### config.mk
export PLATFORM = sky130hd
export DESIGN_NAME = breath_sched_flat
export DESIGN_NICKNAME = d
export VERILOG_FILES = /design/src/rtl/breath_sched_if.sv /design/src/rtl/breath_sched.sv /design/src/flat_wrapper.sv
export SDC_FILE = /design/constraint.sdc
export NUM_CORES = 1
export LEC_CHECK = 0
export CELL_PAD_IN_SITES_DETAIL_PLACEMENT = 0
export CELL_PAD_IN_SITES_GLOBAL_PLACEMENT = 1
export CORE_MARGIN = 1
export CORE_UTILIZATION = 30
export DETAILED_ROUTE_END_ITERATION = 8
export HOLD_SLACK_MARGIN = 0.05
export PLACE_DENSITY = 0.68
export SLEW_MARGIN = 40
export SYNTH_ARGS = -nofsm -noshare
export SYNTH_HDL_FRONTEND = slang
export SYNTH_SLANG_ARGS = --single-unit
### constraint.sdc
create_clock -name sysclk -period 2.19 [get_ports sysclk]
set_input_delay 0.657 -clock sysclk [delete_from_list [all_inputs] [get_ports sysclk]]
set_output_delay 0.657 -clock sysclk [all_outputs]
set_load 0.01 [all_outputs]
### src/rtl/breath_sched_if.sv
// Bundles the breath scheduler control, LUT and PWM signals.
// master = controlling/LUT side, slave = scheduler side.
interface breath_sched_if #(
  parameter int CHANNELS = 4
);
  logic                start;
  logic                stop;
  logic                loop;
  logic [CHANNELS-1:0] enable_sw;
  logic [5:0]          lut_addr;
  logic [5:0]          lut_data;
  logic [CHANNELS-1:0] pwm;
  logic                busy;
  logic                done;

  modport master (
    output start, stop, loop, enable_sw, lut_data,
    input  lut_addr, pwm, busy, done
  );

  modport slave (
    input  start, stop, loop, enable_sw, lut_data,
    output lut_addr, pwm, busy, done
  );
endinterface

### src/rtl/breath_sched.sv
// Multi-channel "breathing" PWM scheduler: per step it fetches one duty per
// channel from a shared 64-entry LUT, then runs one 64-tick PWM period.
module breath_sched #(
  parameter int CHANNELS = 4,
  parameter int PRESCALE = 2
) (
  input  logic          sysclk,
  input  logic          rst_n,
  breath_sched_if.slave bus
);

  typedef enum logic [1:0] {
    IDLE  = 2'd0,
    FETCH = 2'd1,
    RUN   = 2'd2
  } state_t;

  localparam int         STRIDE    = 64 / CHANNELS;
  localparam logic [7:0] PRESC_MAX = 8'(PRESCALE - 1);
  localparam logic [2:0] PTR_LAST  = 3'(CHANNELS - 1);

  state_t              state_reg;
  state_t              state_next;
  logic [5:0]          index_reg;
  logic [5:0]          count_reg;
  logic [7:0]          presc_reg;
  logic [2:0]          ptr_reg;
  logic                done_reg;
  logic                tick;
  logic                period_end;
  logic                fetch_last;
  logic                last_breath;
  logic [5:0]          fetch_offset;
  logic [CHANNELS-1:0] pwm_raw;

  assign tick         = (state_reg == RUN) && (presc_reg == PRESC_MAX);
  assign period_end   = tick && (count_reg == 6'd63);
  assign fetch_last   = (state_reg == FETCH) && (ptr_reg == PTR_LAST);
  assign last_breath  = period_end && (index_reg == 6'd63) && !bus.loop;
  // Channels are spread evenly around the LUT; 6-bit truncation gives the mod-64 wrap.
  assign fetch_offset = 6'(int'(ptr_reg) * STRIDE);

  // State register
  always_ff @(posedge sysclk or negedge rst_n) begin
    if (!rst_n) begin
      state_reg <= IDLE;
    end else begin
      state_reg <= state_next;
    end
  end

  // Next-state logic; stop overrides everything, including a same-cycle start
  always_comb begin
    state_next = state_reg;
    if (bus.stop) begin
      state_next = IDLE;
    end else begin
      case (state_reg)
        IDLE:    if (bus.start) state_next = FETCH;
        FETCH:   if (fetch_last) state_next = RUN;
        RUN:     if (period_end) state_next = last_breath ? IDLE : FETCH;
        default: state_next = IDLE;
      endcase
    end
  end

  // Output logic
  always_comb begin
    bus.busy     = (state_reg != IDLE);
    bus.lut_addr = 6'd0;
    if (state_reg == FETCH) begin
      bus.lut_addr = index_reg + fetch_offset;
    end
    bus.pwm  = (state_reg == RUN) ? (pwm_raw & bus.enable_sw) : '0;
    bus.done = done_reg;
  end

  // Step index, PWM count, prescaler and fetch pointer
  always_ff @(posedge sysclk or negedge rst_n) begin
    if (!rst_n) begin
      index_reg <= 6'd0;
      count_reg <= 6'd0;
      presc_reg <= 8'd0;
      ptr_reg   <= 3'd0;
    end else begin
      case (state_reg)
        IDLE: begin
          if (bus.start && !bus.stop) begin
            index_reg <= 6'd0;
            count_reg <= 6'd0;
            presc_reg <= 8'd0;
            ptr_reg   <= 3'd0;
          end
        end
        FETCH: begin
          if (fetch_last) begin
            ptr_reg   <= 3'd0;
            count_reg <= 6'd0;
            presc_reg <= 8'd0;
          end else begin
            ptr_reg <= ptr_reg + 3'd1;
          end
        end
        RUN: begin
          if (tick) begin
            presc_reg <= 8'd0;
            count_reg <= count_reg + 6'd1;
            if (count_reg == 6'd63) begin
              index_reg <= index_reg + 6'd1;
            end
          end else begin
            presc_reg <= presc_reg + 8'd1;
          end
        end
        default: begin
          ptr_reg <= 3'd0;
        end
      endcase
    end
  end

  // Completion pulse lands in the first IDLE cycle, together with busy falling
  always_ff @(posedge sysclk or negedge rst_n) begin
    if (!rst_n) begin
      done_reg <= 1'b0;
    end else begin
      done_reg <= last_breath && !bus.stop;
    end
  end

  // Per-channel duty register and comparator
  generate
    for (genvar gi = 0; gi < CHANNELS; gi++) begin : g_chan
      logic [5:0] duty_reg;

      always_ff @(posedge sysclk or negedge rst_n) begin
        if (!rst_n) begin
          duty_reg <= 6'd0;
        end else if ((state_reg == FETCH) && (ptr_reg == 3'(gi))) begin
          duty_reg <= bus.lut_data;
        end
      end

      assign pwm_raw[gi] = (count_reg < duty_reg);
    end
  endgenerate

endmodule

### src/flat_wrapper.sv
// flat-port wrapper written by rule: the top's interface ports become plain ports
module breath_sched_flat 
#(
  parameter int CHANNELS = 4,
  parameter int PRESCALE = 2
)
  (sysclk, rst_n, bus_start, bus_stop, bus_loop, bus_enable_sw, bus_lut_data, bus_lut_addr, bus_pwm, bus_busy, bus_done);
  breath_sched_if #(.CHANNELS(CHANNELS)) bus_i ();
  input  logic sysclk;
  input  logic rst_n;
  input wire logic [$bits(bus_i.start)-1:0] bus_start;
  input wire logic [$bits(bus_i.stop)-1:0] bus_stop;
  input wire logic [$bits(bus_i.loop)-1:0] bus_loop;
  input wire logic [$bits(bus_i.enable_sw)-1:0] bus_enable_sw;
  input wire logic [$bits(bus_i.lut_data)-1:0] bus_lut_data;
  output wire logic [$bits(bus_i.lut_addr)-1:0] bus_lut_addr;
  output wire logic [$bits(bus_i.pwm)-1:0] bus_pwm;
  output wire logic [$bits(bus_i.busy)-1:0] bus_busy;
  output wire logic [$bits(bus_i.done)-1:0] bus_done;
  assign bus_i.start = bus_start;
  assign bus_i.stop = bus_stop;
  assign bus_i.loop = bus_loop;
  assign bus_i.enable_sw = bus_enable_sw;
  assign bus_i.lut_data = bus_lut_data;
  assign bus_lut_addr = bus_i.lut_addr;
  assign bus_pwm = bus_i.pwm;
  assign bus_busy = bus_i.busy;
  assign bus_done = bus_i.done;
  breath_sched #(.CHANNELS(CHANNELS), .PRESCALE(PRESCALE)) u_core (.sysclk(sysclk), .rst_n(rst_n), .bus(bus_i));
endmodule
==> impl_metrics.json <==
{
  "synth_compound_area_frac": 0.158,
  "crit_path_end_kind": "output pin",
  "hold_viol_final": 0,
  "fin_cells": 467,
  "synth_top_cell_by_area": "dfrtp_1",
  "placed_cells": 455,
  "ant_nets": 0,
  "vdd_drop_max_mv": 0.271,
  "avgSynthCellArea_um2": 9.54,
  "drive_above_1_share": 0.180,
  "max_cap_viol_count": 0,
  "place.gp.congestion": 0.816,
  "synthFlopType": "dfrtp_1",
  "pwr-share-comb": 0.317,
  "pwr-share-seq": 0.439,
  "async_flop_share": 1.00,
  "via_count": 2250,
  "drt_wl_total_mm": 6.18,
  "vias_per_cell": 4.82,
  "first_pass_iters": 6,
  "rows": 35,
  "drc": 0,
  "numCtsBuffers": 5,
  "final.fill_count": 941,
  "synth_xor_xnor_area_share": 0.0216,
  "startpoint_type": "register",
  "routed-wl-met2_mm": 3.00,
  "area_growth_pct": 25.9,
  "hpwl_mm": 4.62,
  "grt_pass1_wl_mm": 10.8,
  "status": "finished with violations",
  "wl_met1_mm": 3.08,
  "synth_top_area_frac": 0.440,
  "ys_seq_area_frac": 0.440,
  "p_sw_mw": 0.894,
  "crit_type": "register to output pin",
  "finalSetupViolations": 4,
  "swShare": 0.318,
  "hp-class": "input pin to asynchronous set/reset pin",
  "clock_path_buffers": 2,
  "core_um2": 9200,
  "synth_top_family_by_area": "simple AND/OR/NAND/NOR gates",
  "r2r_cells": 10,
  "grt_usage": 0.136,
  "synthCells": 298,
  "muxShareOfSynthArea": 0.0238,
  "place_area_um2": 3410,
  "ys_warn_count": 0,
  "synth_area_leaders": "dfrtp_1, ha_1, o21ai_0",
  "die_height_um": 99.3,
  "fin_ws_ps": -312,
  "worst_pin_slew_ps": 358,
  "route.met3.wl_um": 88,
  "clkLatencyLatePin_ps": 310,
  "ys_types": 42,
  "clock.fmax_mhz": 400,
  "rsz0062_at_grt": "yes",
  "grt_max_degree": 51,
  "final_max_slew_viol_count": 0,
  "fin_crit_sh": 1.14,
  "violations": "negative setup slack",
  "cts.sinks": 50,
  "endpoint": "bus_pwm[2]",
  "synth_edf_count": 0,
  "synth-adder-area-share": 0.128,
  "reg2reg_slack_ps": 110,
  "yosysMostFrequentCell": "dfrtp_1",
  "drtIter0Drc": 73,
  "diodes": 0,
  "finClkSkew_ps": 10.9,
  "startpoint": "u_core.count_reg[1]",
  "synthTopCellsByCount": "dfrtp_1, nand2_1, o21ai_0",
  "fin_nets": 399,
  "fp.dieW_um": 99.3,
  "grt_overflow": 0,
  "wl_per_cell_um": 13.2,
  "intPower_mw": 1.92,
  "p_clk_frac": 0.244,
  "cts_root_buf": "clkbuf_8",
  "clk_pin_slew_ps": 110,
  "largest_reg_flops": 24,
  "relSlewSlack": 0.761,
  "syn-cell-area_um2": 2840,
  "final_cell_area_um2": 3580,
  "p_per_area_nw_per_um2": 787,
  "die_area_um2": 9860,
  "io_pins": 27,
  "htree_levels": 2,
  "io_buffers": 26,
  "cts_tree": "built",
  "total_leakage_power_nw": 1.79,
  "grt_antenna_before_repair": 0,
  "hold_buffers": 0,
  "fin_crit_ps": 2500,
  "r2r_start": "u_core.count_reg[1]",
  "arrival_ps": 1850,
  "topRoutingLayerUsed": "met4",
  "synth_nets": 342,
  "critPathRequiredTime_ps": 1530,
  "grt_pass1_vias": 2282,
  "synth-simple-area-share": 0.185,
  "rr_endpoint": "u_core.index_reg[1]",
  "worstPathMaxFanout": 4,
  "start_util": 0.309,
  "yosys_register_bits": 50
}
## worst max-delay path: stages, from the launching register on
cell and delay, ps:
dfrtp_2 460, buf_6 130, ha_4 190, a21o_1 170, a21o_1 140, a21o_1 150
a31oi_1 140, buf_2 150
## cells by family after synthesis
kind of cell    count (synthesis)
mux                             6
simple gates                  101
compound gates                 74
xor+xnor                        7
fa+ha+maj                      29
buf+inv                        31
flops                          50
## cell usage in the layout, fill, tap and decap left out, types with 6 or more instances in the layout
cell type | Yosys | routed
a21o_1 | 12 | 12
inv_1 | 25 | 24
buf_2 | 0 | 6
o21ai_0 | 35 | 35
and3_1 | 8 | 8
clkdlybuf4s50_1 | 0 | 14
ha_1 | 29 | 26
buf_4 | 0 | 27
nand2_1 | 37 | 37
nor2_1 | 18 | 18
dfrtp_1 | 50 | 49
mux2_2 | 6 | 6
## worst min path at each step
stage | startpoint | endpoint | cells after the start
floorplan | rst_n | u_core.bus.done | 0
global placement | u_core.presc_reg[5] | u_core.presc_reg[5] | 1
detailed placement | u_core.presc_reg[5] | u_core.presc_reg[5] | 1
CTS | rst_n | u_core.g_chan[3].duty_reg[0] | 2
global route | rst_n | u_core.g_chan[3].duty_reg[0] | 2
finish | rst_n | u_core.g_chan[2].duty_reg[0] | 2
## timing repair
item | CTS | global route
endpoints found under the setup margin | 11 | 13
gates resized for setup | 31 | 5
setup buffers | 4 | 0
pin swaps | 15 | 1
## through the flow
stage	setup TNS, ps	utilization	hold WS, ps	worst slack (ps)	power (mW)
floorplan	0	-	361	109	1.86
global placement	-1910	0.371	490	-411	2.13
detailed placement	-2170	0.371	491	-414	2.16
CTS	-1320	0.387	327	-347	2.86
global route	-1590	0.389	337	-405	3.06
finish	-1210	0.389	319	-312	2.82
## final cells by class
| type | instances | area, um^2 | area share |
|---|---|---|---|
| Clock buffer | 5 | 68.8 | 0.0192 |
| Clock inverter | 3 | 47.5 | 0.0133 |
| Inverter | 25 | 93.8 | 0.0262 |
| Multi-Input combinational cell | 217 | 1510 | 0.421 |
| Sequential cell | 50 | 1250 | 0.350 |
| Tap cell | 111 | 139 | 0.0388 |
| Timing Repair Buffer | 56 | 469 | 0.131 |
## routing by layer
metal  GRT usage  vias up
met4      0.0339        0
met1       0.179     1078
met5           0        -
met2       0.235       14
li1            -     1155
met3      0.0197        3
## power by group through the flow
| stage | Sequential, mW | Combinational [mW] | Clock (mW) |
|---|---|---|---|
| after floorplan | 1.25 | 0.617 | 0 |
| after global placement | 1.25 | 0.879 | 0 |
| after CTS | 1.24 | 0.911 | 0.713 |
| after global routing | 1.26 | 1.05 | 0.752 |
| final | 1.23 | 0.894 | 0.687 |
| after detailed placement | 1.26 | 0.903 | 0 |
No activity file was read; power rests on OpenSTA's default activity.
